===== config.mk =====
export PLATFORM = sky130hd
export DESIGN_NAME = fir_seq_ctrl
export DESIGN_NICKNAME = d
export VERILOG_FILES = /design/src/rtl/fir_ctrl_pkg.sv /design/src/rtl/fir_valid_tracker.sv /design/src/rtl/fir_seq_ctrl.sv
export SDC_FILE = /design/constraint.sdc
export NUM_CORES = 1
export LEC_CHECK = 0
export CAP_MARGIN = 10
export CORE_ASPECT_RATIO = 1.5
export CORE_MARGIN = 10
export CORE_UTILIZATION = 30
export DETAILED_ROUTE_END_ITERATION = 8
export MAX_ROUTING_LAYER = met4
export PLACE_DENSITY = 0.64
export SYNTH_ARGS = -nofsm -noshare
export SYNTH_HDL_FRONTEND = slang
export SYNTH_SLANG_ARGS = --single-unit
export TNS_END_PERCENT = 10

===== constraint.sdc =====
create_clock -name clk -period 2.1 [get_ports clk]
set_input_delay 0.525 -clock clk [delete_from_list [all_inputs] [get_ports clk]]
set_output_delay 0.525 -clock clk [all_outputs]
set_load 0.05 [all_outputs]

===== src/rtl/fir_ctrl_pkg.sv =====
// Shared types and default sizing for the FIR sequencer.
// Defaults describe the 102-tap pipelined filter it fronts.
package fir_ctrl_pkg;

  localparam int DEF_TAPS      = 102;
  localparam int DEF_LATENCY   = 102;
  localparam int DEF_FLUSH_LEN = 202;
  localparam int DEF_DIN_W     = 16;
  localparam int DEF_COEF_W    = 32;
  localparam int DEF_DOUT_W    = 64;
  localparam int DEF_ADDR_W    = $clog2(DEF_TAPS);

  typedef logic [DEF_ADDR_W-1:0] coef_addr_t;

  typedef enum logic [1:0] {
    RUN,
    DRAIN,
    SWAP,
    FLUSH
  } state_t;

  function automatic int max_int(input int a, input int b);
    return (a > b) ? a : b;
  endfunction

endpackage


===== src/rtl/fir_valid_tracker.sv =====
// Tag delay line: marks which filter outputs come from real samples.
// Cleared on reset so stale tags never surface.
module fir_valid_tracker #(
  parameter int DEPTH = 102
) (
  input  logic clk,
  input  logic rst_n,
  input  logic tag_in,
  output logic tag_out
);

  logic [DEPTH-1:0] sr;

  always_ff @(posedge clk or negedge rst_n) begin
    if (!rst_n) begin
      sr <= '0;
    end else begin
      sr <= {sr[DEPTH-2:0], tag_in};
    end
  end

  assign tag_out = sr[DEPTH-1];

endmodule


===== src/rtl/fir_seq_ctrl.sv =====
// Sample gating, tagging and coefficient-swap sequencing for the FIR.
// Commit runs drain -> swap -> flush so outputs never mix banks.
module fir_seq_ctrl
  import fir_ctrl_pkg::*;
#(
  parameter int TAPS      = DEF_TAPS,
  parameter int LATENCY   = DEF_LATENCY,
  parameter int FLUSH_LEN = DEF_FLUSH_LEN,
  parameter int DIN_W     = DEF_DIN_W,
  parameter int COEF_W    = DEF_COEF_W,
  parameter int DOUT_W    = DEF_DOUT_W,
  localparam int AW       = $clog2(TAPS)
) (
  input  logic              clk,
  input  logic              rst_n,
  input  logic              s_valid,
  output logic              s_ready,
  input  logic [DIN_W-1:0]  s_data,
  input  logic              cfg_wr,
  input  logic [AW-1:0]     cfg_addr,
  input  logic [COEF_W-1:0] cfg_data,
  input  logic              cfg_commit,
  output logic              cfg_busy,
  output logic              cfg_err,
  output logic [DIN_W-1:0]  fir_din,
  output logic              fir_coef_wr,
  output logic [AW-1:0]     fir_coef_addr,
  output logic [COEF_W-1:0] fir_coef_data,
  output logic              fir_coef_swap,
  input  logic [DOUT_W-1:0] fir_dout,
  output logic              m_valid,
  output logic [DOUT_W-1:0] m_data
);

  localparam int CW = $clog2(max_int(LATENCY, FLUSH_LEN));
  localparam logic [CW-1:0] DRAIN_LD = CW'(LATENCY - 1);
  localparam logic [CW-1:0] FLUSH_LD = CW'(FLUSH_LEN - 1);
  localparam logic [AW:0]   ADDR_LIM = (AW+1)'(TAPS);

  state_t        state, state_nx;
  logic [CW-1:0] cnt, cnt_nx;
  logic          tag_in;
  logic          wr_ok;
  logic          err_nx;

  always_ff @(posedge clk or negedge rst_n) begin
    if (!rst_n) begin
      state <= FLUSH;
      cnt   <= FLUSH_LD;
    end else begin
      state <= state_nx;
      cnt   <= cnt_nx;
    end
  end

  always_comb begin
    state_nx      = state;
    cnt_nx        = cnt;
    s_ready       = 1'b0;
    cfg_busy      = 1'b1;
    fir_din       = '0;
    fir_coef_swap = 1'b0;
    unique case (state)
      RUN: begin
        s_ready  = 1'b1;
        cfg_busy = 1'b0;
        if (s_valid) fir_din = s_data;
        if (cfg_commit) begin
          state_nx = DRAIN;
          cnt_nx   = DRAIN_LD;
        end
      end
      DRAIN: begin
        if (cnt == '0) state_nx = SWAP;
        else           cnt_nx   = cnt - 1'b1;
      end
      SWAP: begin
        fir_coef_swap = 1'b1;
        state_nx      = FLUSH;
        cnt_nx        = FLUSH_LD;
      end
      FLUSH: begin
        if (cnt == '0) state_nx = RUN;
        else           cnt_nx   = cnt - 1'b1;
      end
    endcase
  end

  assign tag_in = s_valid & s_ready;

  // Writes are never allowed to race the bank swap itself.
  assign wr_ok  = cfg_wr
                & ({1'b0, cfg_addr} < ADDR_LIM)
                & (state != SWAP);
  assign err_nx = (cfg_wr & ~wr_ok)
                | (cfg_commit & (state != RUN));

  always_ff @(posedge clk or negedge rst_n) begin
    if (!rst_n) begin
      fir_coef_wr   <= 1'b0;
      fir_coef_addr <= '0;
      fir_coef_data <= '0;
      cfg_err       <= 1'b0;
    end else begin
      fir_coef_wr <= wr_ok;
      cfg_err     <= err_nx;
      if (wr_ok) begin
        fir_coef_addr <= cfg_addr;
        fir_coef_data <= cfg_data;
      end
    end
  end

  fir_valid_tracker #(
    .DEPTH(LATENCY)
  ) u_trk (
    .clk    (clk),
    .rst_n  (rst_n),
    .tag_in (tag_in),
    .tag_out(m_valid)
  );

  assign m_data = fir_dout;

endmodule

==> impl_metrics.yaml <==
timing:
  hold_violations: 0
  max_freq_mhz: 462.6
  rsz0062_at_grt: "yes"
  slew_violations: 0
  clock-skew-final_ns: 0.01048
  timing.final.crit_share_pct: 102.9
  setup_viol: 16
  finalSetupTns_ns: -0.8237
  fin_crit_ns: 2.162
  relSlewSlack_pct: 62.36
  tightestPinTransition_ns: 0.5637
  setup_slack_ns: -0.06186
global_route:
  grt_max_degree: 59
  grt_pass1_vias: 3306
  track_usage_pct: 11.78
  overflow: 0
  antenna_found_initial: 0
  grt_pass1_wl_mm: 20.80
setup_path:
  crit_buf_inv: 3
  crit_arrival_ns: 1.64
  rrSetupSlack_ns: 0.16
  path_delay_family: "flip-flops"
  r2r_start: "state[1]"
  crit_type: "register to primary output"
  crit_chain: "inv_2 > ha_4 > buf_12 > and3_4 > buf_12"
  crit_start: "state[1]"
  slowest_delay_ns: 0.55
  slowest_stage: "dfstp_2"
  crit_path_end_kind: "primary output"
  cp.depth: 5
  cp_max_fo: 12
  reg2regPathDepth: 7
  critPathLaunchType: "register"
  crit_top_cell: "buf_12"
  required_ns: 1.57
route:
  vias_per_cell: 4.468
  dr.first_iter.drc_count: 186
  avgRoutedWirePerCell_um: 20.70
  drt-total-wl_mm: 13.77
  dr.pass1.iters: 4
  via_count: 2971
  drc: 0
  ant_nets: 0
synthesis:
  synthFlopType: "dfrtp_1"
  synth_most_common_cell: "dfrtp_1"
  async_flop_share_pct: 100.0
  syn-num-nets: 480
  synth.area.top_cells: "dfrtp_1 (66%), mux2_4 (10%), buf_4 (8.7%), dfstp_2 (2.8%), and3_1 (1.9%)"
  ys_types: 38
  synth_top_area_cell: "dfrtp_1"
  synth_commonest_cells: "dfrtp_1 (147), buf_4 (64), mux2_4 (38)"
  ys_ff_latch: 153
  synth_edf_count: 0
  syn_area_sq_um: 5542
  yosysSeqAreaShare_pct: 69.23
  synth_warnings: 0
  synthCells: 350
  synth_top_area_share_pct: 66.38
  synth_area_per_cell_sq_um: 15.83
clock_network:
  clk_latency_ns: 0.41
  cts_hold_buffers: 0
  cts_tree: "done"
  htreeDepth: 4
  cts_inserted_buffers: 17
  clock_path_buffers: 2
  root_buffer: "clkbuf_16"
  cts_num_sinks: 153
  clk_pin_slew_ns: 0.07
job:
  drv_cap: 0
cells_and_area:
  final_nets: 565
  post-route-util_pct: 41.76
  diodes: 0
  areaGrowthSynthToFinish_pct: 35.79
  layout-drive-gt1-share_pct: 32.14
die:
  core_sq_um: 18020
  rows: 60
  dieArea_sq_um: 24420
  initial_utilization_pct: 30.76
  io_pins: 249
  die_h_um: 186.5
  die_w_um: 131.0
placement:
  port_buffers: 120
  place_ws_ns: -0.1058
  routabilityCongestion: 0.8024
  place_hpwl_mm: 10.06
power_and_ir_drop:
  combPwrFrac_pct: 13.4
  p_leak_nw: 3.656
  netSwitchingPower_mw: 1.933
  clockPowerShare_pct: 43.5
  cellPowerDensity_nw_per_um2: 957.3
  ir_drop_mv: 0.5709
  seqPwrFrac_pct: 43.1
  power.share.switching_pct: 26.83
  p_int_mw: 5.271
outcome:
  violations: "setup timing"
  status: "complete, but fails checks"
worst_hold_path:
  min_path_type: "primary input to async pin"
## worst reg2reg max path: cells and delay by family, from the launching register on
kind | cells | cell delay [ns]
flip-flops | 1 | 0.55
adder cells (fa/ha/maj) | 1 | 0.17
buffers and inverters | 2 | 0.21
AO/OA/AOI/OAI | 3 | 0.72
AND/OR/NAND/NOR | 1 | 0.18
## path summary, 6_finish.rpt
path | end
max in group asynchronous | state[0]
worst min-delay path | u_trk.sr[101]
min in group clk | u_trk.sr[89]
worst max-delay path | fir_din[4]
worst min register to register | u_trk.sr[89]
worst max register to register | cnt[4]
## flip-flops by register name (all words and copies together) (netlist names)
name / count
cfg_err: 1
fir_coef_addr: 7
fir_coef_data: 32
state: 2
cnt: 8
u_trk.sr: 102
fir_coef_wr: 1
## repair_timing
| action | 4_1_cts | 5_1_grt |
|---|---|---|
| buffers inserted | 3 | 0 |
| gates resized for setup | 59 | 4 |
| pin swaps | 1 | 0 |
| setup endpoints to repair | 52 | 19 |
## cell families (layout without fill, tap and decap cells)
logic type	Yosys count	after routing	share of synthesized area, %
AO/OA/AOI/OAI	20	20	2.867
buffers and inverters	78	176	10.18
adder cells (fa/ha/maj)	6	6	1.355
XOR/XNOR	1	1	0.1581
multiplexers	42	42	11.04
flip-flops	153	153	69.23
AND/OR/NAND/NOR	50	50	5.170
## per-stage QoR
stage                     hold slack (ns)  instance area (sq um)  power [mW]  std cells
after floorplan                    0.2294                   5568       4.053        350
after global placement             0.3358                   6828       4.186        630
after detailed placement           0.3347                   6828       4.200        630
after CTS                         0.08088                   7512       7.283        665
after global routing              0.08367                   7525       7.480        665
final                             0.05839                   7525       7.203        665
## layer usage
| layer | wire length [um] | GRT usage (%) | share of wire (%) |
|---|---|---|---|
| met1 | 5543 | 13.80 | 40 |
| met3 | 1419 | 4.790 | 10 |
| met4 | 726 | 7.511 | 5.3 |
| met2 | 6078 | 16.27 | 44 |
| met5 | 0 | - | 0 |
## area by class of cell
cell class | count | area [sq um]
Inverter | 6 | 27.53
Multi-Input combinational cell | 119 | 1236
Timing Repair Buffer | 138 | 1538
Fill cell | 1606 | 10490
Clock inverter | 14 | 176.4
Sequential cell | 153 | 3836
Clock buffer | 18 | 439.2
Tap cell | 217 | 271.5
## power by group through the flow
stage / Combinational, mW / Clock [mW] / Sequential (mW)
after floorplan: 0.530 / 0 / 3.52
after global placement: 1.03 / 0 / 3.16
after detailed placement: 1.04 / 0 / 3.16
after CTS: 0.979 / 3.20 / 3.11
after global routing: 1.01 / 3.35 / 3.12
final: 0.966 / 3.13 / 3.11
## placed cells by master (no fill, tap or decap), types with 2 or more instances in the layout
master and n:
ha_1 4, clkbuf_16 17, a21oi_1 2, inv_6 4, nor3_1 3, and3_4 16, buf_12 23, dlymetal6s2s_1 2
clkdlybuf4s50_1 58, buf_6 2, a22oi_1 2, mux2_4 38, dfstp_2 6, inv_1 3, buf_4 17, mux2i_1 3
dfrtp_1 147, dlygate4sd2_1 35, o211ai_1 2, nor4_1 2, inv_4 2, bufinv_16 2, o22a_1 2, nor2b_1 2
nand3_1 3, nand2b_1 4, a22o_1 2, nand2_1 9, clkinv_4 2, inv_8 5, o21ai_0 3, nor2_1 5
No activity file was read; power rests on OpenSTA's default activity.
